File: config.mk
export PLATFORM = sky130hd
export DESIGN_NAME = zkbdmus2
export DESIGN_NICKNAME = d
export VERILOG_FILES = /design/src/rtl/zkbdmus2_pkg.sv /design/src/rtl/mus_axis_acc.sv /design/src/rtl/zkbdmus2.sv
export SDC_FILE = /design/constraint.sdc
export NUM_CORES = 1
export LEC_CHECK = 0
export ABC_CLOCK_PERIOD_IN_PS = 1950
export CAP_MARGIN = 20
export CORE_UTILIZATION = 35
export CTS_CLUSTER_DIAMETER = 200
export DETAILED_ROUTE_END_ITERATION = 10
export DONT_BUFFER_PORTS = 1
export HOLD_SLACK_MARGIN = 0.1
export PLACE_DENSITY_LB_ADDON = 0.25
export SETUP_SLACK_MARGIN = 0.02
export SYNTH_ARGS = -nofsm -noshare
export SYNTH_HDL_FRONTEND = slang
export SYNTH_SLANG_ARGS = --single-unit
File: constraint.sdc
create_clock -name fclk -period 1.95 [get_ports fclk]
set_clock_uncertainty 0.2 [all_clocks]
set_input_delay 0.0975 -clock fclk [delete_from_list [all_inputs] [get_ports fclk]]
set_output_delay 0.0975 -clock fclk [all_outputs]
set_load 0.05 [all_outputs]
File: src/rtl/zkbdmus2_pkg.sv
// zkbdmus2 shared constants: reset values, port-select bits, limits.
// Imported by zkbdmus2 and mus_axis_acc.
package zkbdmus2_pkg;

    localparam logic [2:0] MUSBTN_RST = 3'b111;
    localparam logic [3:0] WHL_RST    = 4'hF;

    // zah bit picking axis vs buttons, and X vs Y
    localparam int ZAH_AXIS_BIT = 0;
    localparam int ZAH_Y_BIT    = 2;

    localparam int KBD_COLS_MIN = 5;
    localparam int KBD_COLS_MAX = 8;
    localparam int KJ_NUM_MAX   = 4;

    // Counter width able to hold 0..n-1 (at least 1 bit)
    function automatic int cnt_width(input int n);
        return (n > 1) ? $clog2(n) : 1;
    endfunction

endpackage

File: src/rtl/mus_axis_acc.sv
// Load-or-add register for mouse axes and wheel (wraps mod 2^WIDTH).
// Ports: clk, rst_n, stb, delta (1=add, 0=load), din, acc (value).
module mus_axis_acc
    import zkbdmus2_pkg::*;
#(
    parameter int               WIDTH   = 8,
    parameter logic [WIDTH-1:0] RST_VAL = '0
) (
    input  logic             clk,
    input  logic             rst_n,
    input  logic             stb,
    input  logic             delta,
    input  logic [WIDTH-1:0] din,
    output logic [WIDTH-1:0] acc
);

    logic [WIDTH-1:0] acc_q, acc_d;

    // Adding the raw pattern mod 2^WIDTH equals adding it sign-extended
    always_comb begin
        acc_d = acc_q;
        if (stb) begin
            acc_d = delta ? acc_q + din : din;
        end
    end

    always_ff @(posedge clk or negedge rst_n) begin
        if (!rst_n) acc_q <= RST_VAL;
        else        acc_q <= acc_d;
    end

    assign acc = acc_q;

endmodule

File: src/rtl/zkbdmus2.sv
// Keyboard matrix (double-buffered, watchdog), Kempston mouse, joysticks.
// Ports: fclk, rst_n, kbd_*, mus_*, kj_*, zah; kbd_data/mus_data/kj_data.
// Optional wheel counter: define ZKBDMUS2_WHEEL_EN.
module zkbdmus2
    import zkbdmus2_pkg::*;
#(
    parameter int KBD_COLS = 5,
    parameter int KBD_TMO  = 0,
    parameter int KJ_NUM   = 1
) (
    input  logic                  fclk,
    input  logic                  rst_n,
    input  logic [7:0]            kbd_in,
    input  logic [2:0]            kbd_in_sel,
    input  logic                  kbd_stb,
    input  logic                  kbd_commit,
    input  logic [7:0]            mus_in,
    input  logic                  mus_delta,
    input  logic                  mus_xstb,
    input  logic                  mus_ystb,
    input  logic                  mus_btnstb,
    input  logic                  kj_stb,
    input  logic [1:0]            kj_sel,
    input  logic [7:0]            zah,
    output logic [KBD_COLS-1:0]   kbd_data,
    output logic [7:0]            mus_data,
    output logic [5*KJ_NUM-1:0]   kj_data
);

    localparam int MW = KBD_COLS * 8;
    localparam int TW = cnt_width(KBD_TMO);
    localparam logic [TW-1:0] WD_LAST =
        TW'((KBD_TMO > 0) ? KBD_TMO - 1 : 0);

    logic [MW-1:0]       shadow_q, shadow_d;
    logic [MW-1:0]       live_q, live_d;
    logic [TW-1:0]       wd_q, wd_d;
    logic                wd_fire;
    logic [2:0]          musbtn_q, musbtn_d;
    logic [5*KJ_NUM-1:0] kj_q, kj_d;
    logic [7:0]          musx, musy;
    logic [3:0]          whl;

    // Shadow write; live takes shadow_d so a same-cycle byte is forwarded
    always_comb begin
        shadow_d = shadow_q;
        if (kbd_stb && (int'(kbd_in_sel) < KBD_COLS)) begin
            shadow_d[int'(kbd_in_sel)*8 +: 8] = kbd_in;
        end
    end

    // Watchdog: count idle cycles, saturate at last, commit wins over clear
    always_comb begin
        wd_d    = wd_q;
        wd_fire = 1'b0;
        if (KBD_TMO > 0) begin
            if (kbd_commit)          wd_d    = '0;
            else if (wd_q == WD_LAST) wd_fire = 1'b1;
            else                     wd_d    = wd_q + TW'(1);
        end
    end

    always_comb begin
        live_d = live_q;
        if (kbd_commit)   live_d = shadow_d;
        else if (wd_fire) live_d = '0;
    end

    always_comb begin
        musbtn_d = musbtn_q;
        if (mus_btnstb) musbtn_d = mus_in[2:0];
    end

    always_comb begin
        kj_d = kj_q;
        if (kj_stb && (int'(kj_sel) < KJ_NUM)) begin
            kj_d[int'(kj_sel)*5 +: 5] = mus_in[4:0];
        end
    end

    always_ff @(posedge fclk or negedge rst_n) begin
        if (!rst_n) begin
            shadow_q <= '0;
            live_q   <= '0;
            wd_q     <= '0;
            musbtn_q <= MUSBTN_RST;
            kj_q     <= '0;
        end else begin
            shadow_q <= shadow_d;
            live_q   <= live_d;
            wd_q     <= wd_d;
            musbtn_q <= musbtn_d;
            kj_q     <= kj_d;
        end
    end

    mus_axis_acc #(.WIDTH(8), .RST_VAL(8'h00)) u_x (
        .clk(fclk), .rst_n(rst_n), .stb(mus_xstb),
        .delta(mus_delta), .din(mus_in), .acc(musx)
    );

    mus_axis_acc #(.WIDTH(8), .RST_VAL(8'h00)) u_y (
        .clk(fclk), .rst_n(rst_n), .stb(mus_ystb),
        .delta(mus_delta), .din(mus_in), .acc(musy)
    );

`ifdef ZKBDMUS2_WHEEL_EN
    mus_axis_acc #(.WIDTH(4), .RST_VAL(WHL_RST)) u_whl (
        .clk(fclk), .rst_n(rst_n), .stb(mus_btnstb),
        .delta(mus_delta), .din(mus_in[7:4]), .acc(whl)
    );
`else
    assign whl = WHL_RST;
`endif

    // Column 0 sits at the MSB of kbd_data
    always_comb begin
        kbd_data = '1;
        for (int c = 0; c < KBD_COLS; c++) begin
            for (int r = 0; r < 8; r++) begin
                kbd_data[KBD_COLS-1-c] = kbd_data[KBD_COLS-1-c]
                    & (zah[r] | ~live_q[8*c+r]);
            end
        end
    end

    always_comb begin
        if (zah[ZAH_AXIS_BIT]) mus_data = zah[ZAH_Y_BIT] ? musy : musx;
        else                   mus_data = {whl, 1'b1, musbtn_q};
    end

    assign kj_data = kj_q;

endmodule

==> results.cfg, run 1 <==
[routing]
drt-initial-drc-count = 284
wl_mm = 14.96
ant_nets = 0
wl_per_cell_um = 17.48
firstDrtPassIters = 5
num_vias = 4581
remaining_drc_errors = 0
vias_per_cell = 5.352

[timing]
max_slew_margin = 0.3864
fmax_ghz = 0.4822
slew_viol_final = 0
layout_setup_ws_ns = -0.1237
worst_pin_slew_ns = 0.9204
period_minus_slack_ns = 2.074
fin_crit_sh = 1.063
finalHoldViolCount = 104
rsz0062_at_grt = true
setup_viol = 3
hold_slack_ns = -0.7610

[yosys]
async_flop_share = 1.000
synth_area_leaders = dfrtp_1 (46%), nand2_1 (5.4%), ha_1 (4.8%)
yosysSeqAreaShare = 0.4772
synth-seq-cells = 104
syn_area_per_cell_um2 = 9.433
synth_edf_count = 0
synthesis.area_um2 = 5461
synth_top_area_share = 0.4628
postSynthCellCount = 579
ys_warn_count = 0
synth_cell_types = 54
ys.flop_type = dfrtp_1
synth_top_cell_by_area = dfrtp_1
syn_nets = 640

[clock_tree]
clk_latency_ns = 0.35
clock_tree.root_cell = clkbuf_16
cts_made_buffers = 9
clock-sinks = 104
cts_max_level = 3
cts_tree = built
clk_pin_slew_worst_paths_ns = 0.07
cts_buffer_depth = 2

[grt]
overflow = 0
grt_pass1_wl_mm = 24.31
grt_max_degree = 105
antenna_found_initial = 0
grt_pass1_vias = 4657
grtUsageTotal = 0.1947

[layout]
fillers = 1455
layout-drive-gt1-share = 0.2305
nNetsFinal = 724
insertedDiodeCount = 0
area_delta_synth_final_pct = 28.25

[worst_setup_path]
crit_path_max_incr_delay_ns = 0.42
rr_endpoint = u_y.acc[7]$_DFFE_PN0P_
cp_max_fo = 3
rr_worst_depth = 7
critPathLaunch = u_y.acc[0]$_DFFE_PN0P_
endpoint_kind = register
start_kind = register
critPathArrivalTime_ns = 2.09
crit_chain = ha_4 -> buf_4 -> a211oi_4 -> nor2_1 -> o41ai_2 -> mux2i_1 -> o2111ai_1
cp-endpoint = u_y.acc[7]$_DFFE_PN0P_
path_class = register to register
reg2reg_setup_slack_ns = -0.12
required_ns = 1.97
cpMaxStageDelayCell = dfrtp_1
worstReg2RegStart = u_y.acc[0]$_DFFE_PN0P_

[power_and_ir_drop]
leakage_nw = 3.270
powerDensity_nw_per_um2 = 893.2
ir_worst_vdd_mv = 0.6522
power_mw = 6.256

[floorplan]
die-area_um2 = 16110
ios = 56
die_h_um = 126.9
initial_core_util = 0.3593
coreArea_um2 = 15200
die_w_um = 126.9
num_rows = 45

[status]
violations = hold timing, setup timing
status = complete, but fails checks

[place]
gp_congestion = 0.7943
pre_cts_ws_ns = -0.1764
dp_hpwl_mm = 9.636
io_buffers = 0

[min_path]
hold_path_class = primary input to async pin

[run]
maxCapViolCount = 0
## synthesized netlist by cell type (all sizes together), types with 10 or more instances
| library cell | n |
|---|---|
| a21oi | 25 |
| a31oi | 25 |
| clkbuf | 18 |
| dfrtp | 101 |
| ha | 21 |
| inv | 51 |
| mux2 | 22 |
| mux2i | 14 |
| nand2 | 87 |
| nand3 | 30 |
| nor2 | 48 |
| nor2b | 10 |
| o21ai | 25 |
| o22ai | 21 |
## critical path, delay by kind of cell (launching register included)
kind / cells / cell delay (ns)
and+or+nand+nor: 1 / 0.09
adders and majority gates: 1 / 0.19
muxes: 1 / 0.24
DFF: 1 / 0.42
AOI/OAI and AO/OA: 3 / 0.67
buffers and inverters: 1 / 0.13
## flip-flops by register name, summed over array words and instances, names as in the netlist
register / count
musbtn_q: 3
live_q: 40
shadow_q: 40
u_x.acc: 8
u_y.acc: 8
kj_data: 5
## cell usage in the layout, fill, tap and decap left out, drive strengths merged, types with 3 or more instances in the layout
cell / count
o21a: 3
clkbuf: 10
o21ai: 25
a21oi: 25
nand3: 30
o211ai: 3
o22ai: 21
a211oi: 3
dlygate4sd3: 37
nor4: 5
a22o: 5
o21bai: 3
nand4: 3
buf: 57
nand2: 87
nor2: 48
dlymetal6s4s: 3
a21o: 6
xnor2: 3
nor3: 8
mux2: 22
mux2i: 14
nor2b: 10
and2: 4
nand2b: 3
a31oi: 25
dfstp: 3
ha: 21
dfrtp: 101
inv: 55
## layer usage
| layer | track usage | vias up | part of all wire |
|---|---|---|---|
| met2 | 0.3452 | 98 | 0.50 |
| li1 | - | 2187 | - |
| met3 | 0.04639 | 23 | 0.040 |
| met4 | 0.05182 | 0 | 0.017 |
| met5 | 0 | - | 0 |
| met1 | 0.2358 | 2273 | 0.44 |
## how the worst min path moves through the flow
stage               startpoint  slack [ns]  cells after the start                      to
floorplan                rst_n       -0.40                      0  kj_data[0]$_DFFE_PN0P_
global placement         rst_n       -0.39                      0  kj_data[0]$_DFFE_PN0P_
detailed placement       rst_n       -0.39                      0  kj_data[0]$_DFFE_PN0P_
CTS                      rst_n       -0.78                      0  u_x.acc[1]$_DFFE_PN0P_
global route             rst_n       -0.78                      0  kj_data[2]$_DFFE_PN0P_
finish                   rst_n       -0.76                      0  u_x.acc[1]$_DFFE_PN0P_
## report_power, final
part	total, mW	internal, mW	switching [mW]	leakage (nW)
Combinational	1.86	0.883	0.976	1.78
Clock	1.77	0.918	0.852	0.140
Sequential	2.63	2.43	0.198	1.35
Total	6.26	4.23	2.03	3.27
## logic make-up (layout without fill, tap and decap cells)
group / Yosys count / after routing / share of synthesized area
XOR/XNOR: 3 / 3 / 0.004812
AND/OR/NAND/NOR: 209 / 209 / 0.1773
buffers and inverters: 75 / 164 / 0.05658
AO/OA/AOI/OAI: 129 / 129 / 0.1521
adder cells (fa/ha/maj): 23 / 23 / 0.05544
multiplexers: 36 / 36 / 0.07652
flip-flops: 104 / 104 / 0.4772
## metrics by stage
step / setup TNS [ns] / cell area [µm²] / hold WS [ns] / instances / utilization
2_1_floorplan: -2.048 / 5553 / -0.3981 / 579 / -
3_3_place_gp: -1.682 / 6058 / -0.3938 / 793 / 0.3985
3_5_place_dp: -2.630 / 6058 / -0.3943 / 793 / 0.3985
4_1_cts: -0.3561 / 6858 / -0.7797 / 853 / 0.4511
5_1_grt: -0.6416 / 7004 / -0.7772 / 856 / 0.4607
6_report: -0.1767 / 7004 / -0.7610 / 856 / 0.4607
## final cells by class
type | count | area, µm² | area share
clock buffer | 10 | 239.0 | 0.03412
clock inverter | 6 | 47.55 | 0.006788
inverter | 51 | 191.4 | 0.02733
multi-input combinational | 400 | 2809 | 0.4010
sequential | 104 | 2606 | 0.3721
tap | 188 | 235.2 | 0.03358
timing repair buffer | 97 | 875.8 | 0.1250
## timing repair
| item | CTS | global route |
|---|---|---|
| endpoints found under the hold margin | 208 | 114 |
| gates resized for setup | 11 | 28 |
| endpoints found under the setup margin | 6 | 14 |
| hold buffers | 42 | 1 |
| pin swaps | 7 | 16 |
| buffers inserted | 2 | 5 |
No activity file was read; power rests on OpenSTA's default activity.
==> run 2, diff against run 1 <==
--- a/config.mk
+++ b/config.mk
@@ -7,7 +7,7 @@
 export LEC_CHECK = 0
 export ABC_CLOCK_PERIOD_IN_PS = 1950
 export CAP_MARGIN = 20
-export CORE_UTILIZATION = 35
+export CORE_UTILIZATION = 50
 export CTS_CLUSTER_DIAMETER = 200
 export DETAILED_ROUTE_END_ITERATION = 10
 export DONT_BUFFER_PORTS = 1
==> run 2 against run 1 <==
Net effect: first-iteration DRC count up 18%; combinational power about the same; sequential share of layout area up 1.2 points; sequential cell count unchanged; fmax up 0.70%; via count down 2.2%; the run still ends with hold timing, setup timing left; clock power down 23%; critical path type unchanged; cell area down 3.1%; largest cell class unchanged; core utilization up 19 points; count of clock-buffer cells in the layout unchanged; routed wire length down 4.1%; register-to-register slack about the same.
==> results.cfg, run 2 (synthesis gave the netlist of run 1 again) <==
[min_path]
hold_path_class = primary input to async pin

[layout]
area_delta_synth_final_pct = 24.24
finish.utilization = 0.6485
largestRegisters = live_q (40), shadow_q (40)
final_common_cell = dfrtp_1
postLayoutCellArea_um2 = 6785
layout_common_cells = dfrtp_1 (101), nand2_1 (78), inv_1 (50), buf_4 (46), nor2_1 (45)
nNetsFinal = 714
final_cells = 795
layout-drive-gt1-share = 0.2280
fillers = 854

[floorplan]
initial_core_util = 0.5220
ios = 56
die-area_um2 = 11350
die_w_um = 106.5
die_h_um = 106.5
num_rows = 37
coreArea_um2 = 10460

[timing]
period_minus_slack_ns = 2.059
fmax_ghz = 0.4856
rsz0062_at_grt = true
layout_setup_ws_ns = -0.1094
worst_pin_slew_ns = 0.6837
slew_viol_final = 0
hold_slack_ns = -0.7946
finalHoldViolCount = 118
fin_setup_tns_ns = -0.2553
fin_crit_sh = 1.056
setup_viol = 5
max_slew_margin = 0.5427

[worst_setup_path]
path_class = register to register
critPathArrivalTime_ns = 2.17
start_kind = register
cp_max_fo = 2
worstReg2RegStart = u_x.acc[0]$_DFFE_PN0P_
rr_worst_depth = 8
endpoint_kind = register
required_ns = 2.06
rr_endpoint = u_x.acc[6]$_DFFE_PN0P_
reg2reg_setup_slack_ns = -0.11

[routing]
ant_nets = 0
wl_per_cell_um = 18.06
remaining_drc_errors = 0
num_vias = 4480
drt-initial-drc-count = 335
vias_per_cell = 5.635
wl_mm = 14.35
firstDrtPassIters = 4

[clock_tree]
clock-sinks = 104
cts_max_level = 3
clk_latency_ns = 0.37
cts_buffer_depth = 2
clock_tree.root_cell = clkbuf_8
cts_tree = built
clk_pin_slew_worst_paths_ns = 0.11
cts_made_buffers = 9

[grt]
grt_max_degree = 105
grtUsageTotal = 0.2644
antenna_found_initial = 0
grt_pass1_wl_mm = 23.05
grt_pass1_vias = 4665
overflow = 0

[power_and_ir_drop]
ir_worst_vdd_mv = 0.4241
p_sw_mw = 2.022
intPower_mw = 3.841
switching_share = 0.3449
comb_power_share = 0.319
p_seq_frac = 0.448
leakage_nw = 3.166
pwr-share-clk = 0.233
powerDensity_nw_per_um2 = 864.1
power_mw = 5.863

[place]
dp_hpwl_mm = 8.998
placed_cell_area_um2 = 5958
dp.cells = 738
pre_cts_ws_ns = -0.1410
gp_congestion = 0.8734
io_buffers = 0

[run]
maxCapViolCount = 0

[status]
violations = hold timing, setup timing
status = complete, but fails checks
==> run 2: changes by cell type in the layout (fill, tap and decap cells not counted), moves of 2 or more <==
cell | previous run | this run
clkbuf_16 | 9 | 0
clkbuf_8 | 1 | 10
buf_4 | 53 | 46
dlymetal6s4s_1 | 3 | 0
inv_6 | 4 | 1
inv_8 | 0 | 2
nor2_1 | 47 | 45
o21ai_0 | 13 | 15
o21ai_1 | 4 | 2
==> run 2: what timing repair did <==
action	CTS	global route
pin swaps	4	10
endpoints found under the hold margin	208	126
setup buffers	2	2
hold buffers	38	1
setup endpoints to repair	7	10
gates resized for setup	17	19
==> run 2: worst max path at each step <==
stage	to	start	depth (start not counted)	slack (ns)
after global routing	u_x.acc[6]$_DFFE_PN0P_	u_x.acc[0]$_DFFE_PN0P_	8	-0.19
after floorplan	live_q[39]$_DFFE_PN0P_	kbd_in_sel[0]	9	-0.23
after detailed placement	u_y.acc[7]$_DFFE_PN0P_	u_y.acc[0]$_DFFE_PN0P_	7	-0.14
after global placement	live_q[8]$_DFFE_PN0P_	kbd_in_sel[1]	8	-0.08
after CTS	u_x.acc[6]$_DFFE_PN0P_	u_x.acc[0]$_DFFE_PN0P_	8	-0.06
final	u_x.acc[6]$_DFFE_PN0P_	u_x.acc[0]$_DFFE_PN0P_	8	-0.11
==> run 2: area by class of cell <==
| type | count | area [µm²] | area share |
|---|---|---|---|
| diodes | 1 | 2.502 | 0.0003688 |
| clock buffers | 10 | 137.6 | 0.02028 |
| clock inverters | 6 | 61.31 | 0.009036 |
| inverters | 51 | 191.4 | 0.02821 |
| multi-input cells | 400 | 2839 | 0.4184 |
| flip-flops and latches | 104 | 2606 | 0.3841 |
| well taps | 136 | 170.2 | 0.02508 |
| repair buffers | 87 | 777.0 | 0.1145 |
==> run 2: power by group through the flow <==
stage | clock (mW) | combinational (mW) | sequential (mW)
global route | 1.47 | 2.03 | 2.67
global placement | 0 | 1.45 | 2.65
floorplan | 0 | 1.15 | 2.62
CTS | 1.39 | 1.74 | 2.63
finish | 1.37 | 1.87 | 2.63
detailed placement | 0 | 1.51 | 2.66
==> run 2: routing by layer <==
layer | routed length, µm | GRT usage | up-vias
li1 | - | - | 2166
met1 | 6016 | 0.3239 | 2157
met2 | 7265 | 0.4601 | 134
met3 | 862 | 0.05457 | 23
met4 | 209 | 0.09589 | 0
met5 | 0 | 0 | -
==> run 2: worst max-delay path, stage by stage (launching register included) <==
cell	delay (ns)
dfrtp_1	0.39
ha_2	0.21
inv_1	0.06
fa_2	0.37
nor2b_4	0.14
o31ai_2	0.09
a21oi_1	0.15
mux2_2	0.34
nand2_1	0.05
==> run 3, diff against run 2 <==
--- a/config.mk
+++ b/config.mk
@@ -5,6 +5,7 @@
 export SDC_FILE = /design/constraint.sdc
 export NUM_CORES = 1
 export LEC_CHECK = 0
+export ABC_AREA = 1
 export ABC_CLOCK_PERIOD_IN_PS = 1950
 export CAP_MARGIN = 20
 export CORE_UTILIZATION = 50
==> run 3 against run 2 <==
Net effect: the run ends with hold timing left; die area fell by 1.1%; sequential share of layout area rose by 2.8 points; via count rose by 8.1%; first-iteration DRC count rose by 37%; fmax rose by 12%; highest routed layer unchanged.
==> results.cfg, run 3 <==
[status]
status = complete, but fails checks
violations = hold timing

[yosys]
synthXorXnorAreaFrac = 0.003242
syn_area_per_cell_um2 = 7.762
synthMuxAreaShare = 0
synthesis.area_um2 = 5403
synth_edf_count = 0
yosys.area_share.simple = 0.2967
synth.most_common_cell = nand2_1
postSynthCellCount = 696
synth_top_area_share = 0.4678
synth_compound_area_frac = 0.09634
yosysSeqAreaShare = 0.4824
async_flop_share = 1.000
synthTopCellsByCount = nand2_1 (273), dfrtp_1 (101), inv_1 (62)
synth_cell_types = 32
synth-seq-cells = 104
ys.flop_type = dfrtp_1
synth_area_leaders = dfrtp_1 (47%), nand2_1 (19%), ha_1 (4.9%)
syn_nets = 757
synth_top_cell_by_area = dfrtp_1
synth_top_family_by_area = simple AND/OR/NAND/NOR gates
ys_warn_count = 0
synth_fa_ha_area_frac = 0.05604

[worst_setup_path]
crit_chain = dlygate4sd3_1 -> ha_1 -> or2_2 -> nand3_1 -> nand2_1 -> nand2_1 -> nand3_1 -> a21oi_1
start_kind = primary input
cp_max_fo = 5
critPathArrivalTime_ns = 1.95
worstReg2RegStart = u_x.acc[2]$_DFFE_PN0P_
reg2reg_setup_slack_ns = 0.12
endpoint_kind = register
critical-path-top-delay-family = simple AND/OR/NAND/NOR gates
crit_path_max_incr_delay_ns = 0.65
cpMaxStageDelayCell = dlygate4sd3_1
required_ns = 2.06
rr_endpoint = u_x.acc[7]$_DFFE_PN0P_
critPathBufInv = 1
path_class = primary input to register
rr_worst_depth = 7

[clock_tree]
cts_made_buffers = 9
cts_tree = built
cts_buffer_depth = 2
clock_tree.root_cell = clkbuf_8
clk_latency_ns = 0.37
clk_pin_slew_worst_paths_ns = 0.11
clock-sinks = 104
cts_max_level = 3

[power_and_ir_drop]
powerDensity_nw_per_um2 = 848.5
power_mw = 5.364
ir_worst_vdd_mv = 0.4847
pwr-share-clk = 0.246
intPower_mw = 3.466
switching_share = 0.3538
p_sw_mw = 1.898
comb_power_share = 0.270
p_seq_frac = 0.484
leakage_nw = 3.255

[grt]
overflow = 0
antenna_found_initial = 0
grt_max_degree = 105
grtUsageTotal = 0.2649
grt_pass1_wl_mm = 23.27
grt_pass1_vias = 4843

[layout]
layout_common_cells = nand2_1 (272), dfrtp_1 (101), inv_1 (61), nand3_1 (51), dlygate4sd3_1 (42)
insertedDiodeCount = 0
layout-drive-gt1-share = 0.09296
nNetsFinal = 809
final_common_cell = nand2_1
area_delta_synth_final_pct = 17.00
largestRegisters = live_q (40), shadow_q (40)
finish.utilization = 0.6068

[routing]
wl_per_cell_um = 15.92
firstDrtPassIters = 5
remaining_drc_errors = 0
vias_per_cell = 5.450
wl_mm = 14.15
num_vias = 4845
drt-initial-drc-count = 460
ant_nets = 0

[min_path]
hold_path_class = primary input to async pin

[timing]
max_slew_margin = 0.5445
fin_crit_sh = 0.9412
finalHoldViolCount = 104
worst_pin_slew_ns = 0.6810
slew_viol_final = 0
hold_slack_ns = -0.8007
fmax_ghz = 0.5449
period_minus_slack_ns = 1.835
setup_viol = 0
rsz0062_at_grt = false

[floorplan]
num_rows = 37
initial_core_util = 0.5187
coreArea_um2 = 10420
die-area_um2 = 11230
die_h_um = 106.0
ios = 56
die_w_um = 106.0

[place]
dp_hpwl_mm = 9.151
gp_congestion = 0.8495
io_buffers = 0

[run]
maxCapViolCount = 0
## run 3: final cells by class
class | count | area (µm²)
sequential | 104 | 2606
clock buffer | 10 | 137.6
tap | 136 | 170.2
inverter | 65 | 247.7
clock inverter | 6 | 48.80
multi-input combinational | 505 | 2510
fill | 926 | 4095
timing repair buffer | 63 | 600.6
## run 3: worst max-delay path by stage
stage                             from                      to  slack [ns]  depth (start not counted)
2_1_floorplan  musbtn_q[0]$_DFFE_PN1P_             mus_data[0]        0.04                          2
3_3_place_gp             kbd_in_sel[0]   live_q[5]$_DFFE_PN0P_        0.07                          8
3_5_place_dp             kbd_in_sel[0]   live_q[5]$_DFFE_PN0P_       -0.04                          8
4_1_cts                  kbd_in_sel[1]  shadow_q[28]$_DFF_PN0_        0.05                          8
5_1_grt         u_x.acc[2]$_DFFE_PN0P_  u_x.acc[5]$_DFFE_PN0P_        0.03                          7
6_report                     mus_in[2]  u_x.acc[7]$_DFFE_PN0P_        0.11                          8
## run 3: power by group through the flow
stage          Combinational (mW)  Clock [mW]  Sequential [mW]
3_3_place_gp                 1.24           0             2.62
2_1_floorplan                1.04           0             2.59
3_5_place_dp                 1.28           0             2.63
5_1_grt                      1.61        1.43             2.63
4_1_cts                      1.41        1.35             2.59
6_report                     1.45        1.32             2.60
## run 3: layer usage
| metal | up-vias | global-route usage | share of wire |
|---|---|---|---|
| met5 | - | 0 | 0 |
| met4 | 0 | 0.09325 | 0.021 |
| met3 | 28 | 0.04537 | 0.064 |
| met2 | 178 | 0.4388 | 0.48 |
| met1 | 2305 | 0.3517 | 0.43 |
| li1 | 2334 | - | - |
## run 3: metrics by stage
stage	hold WS, ns	worst slack [ns]	cells	cell area (µm²)	TNS, ns
after floorplan	-0.3981	0.03732	696	5428	0
after global placement	-0.3958	0.06682	823	5587	0
after detailed placement	-0.3954	-0.04446	823	5587	-0.05894
after CTS	-0.8169	0.05495	882	6213	0
after global routing	-0.8163	0.03178	889	6321	0
final	-0.8007	0.1147	889	6321	0
## run 3: logic make-up after synthesis
logic type,Yosys count
AO/OA/AOI/OAI,95
buffers and inverters,87
adder cells (fa/ha/maj),23
AND/OR/NAND/NOR,385
flip-flops,104
XOR/XNOR,2
## run 3: timing repair
| action | in CTS | in global routing |
|---|---|---|
| buffers inserted | 0 | 5 |
| hold endpoints to repair | 208 | 131 |
| endpoints found under the setup margin | 0 | 23 |
| hold buffers | 43 | 4 |
| resized for setup | 0 | 14 |
## run 3: worst reg2reg max path, delay by kind of cell (launching register included)
family	cells	cell delay, ns
DFF	1	0.41
and+or+nand+nor	5	0.69
AOI/OAI and AO/OA	1	0.15
adders and majority gates	1	0.32
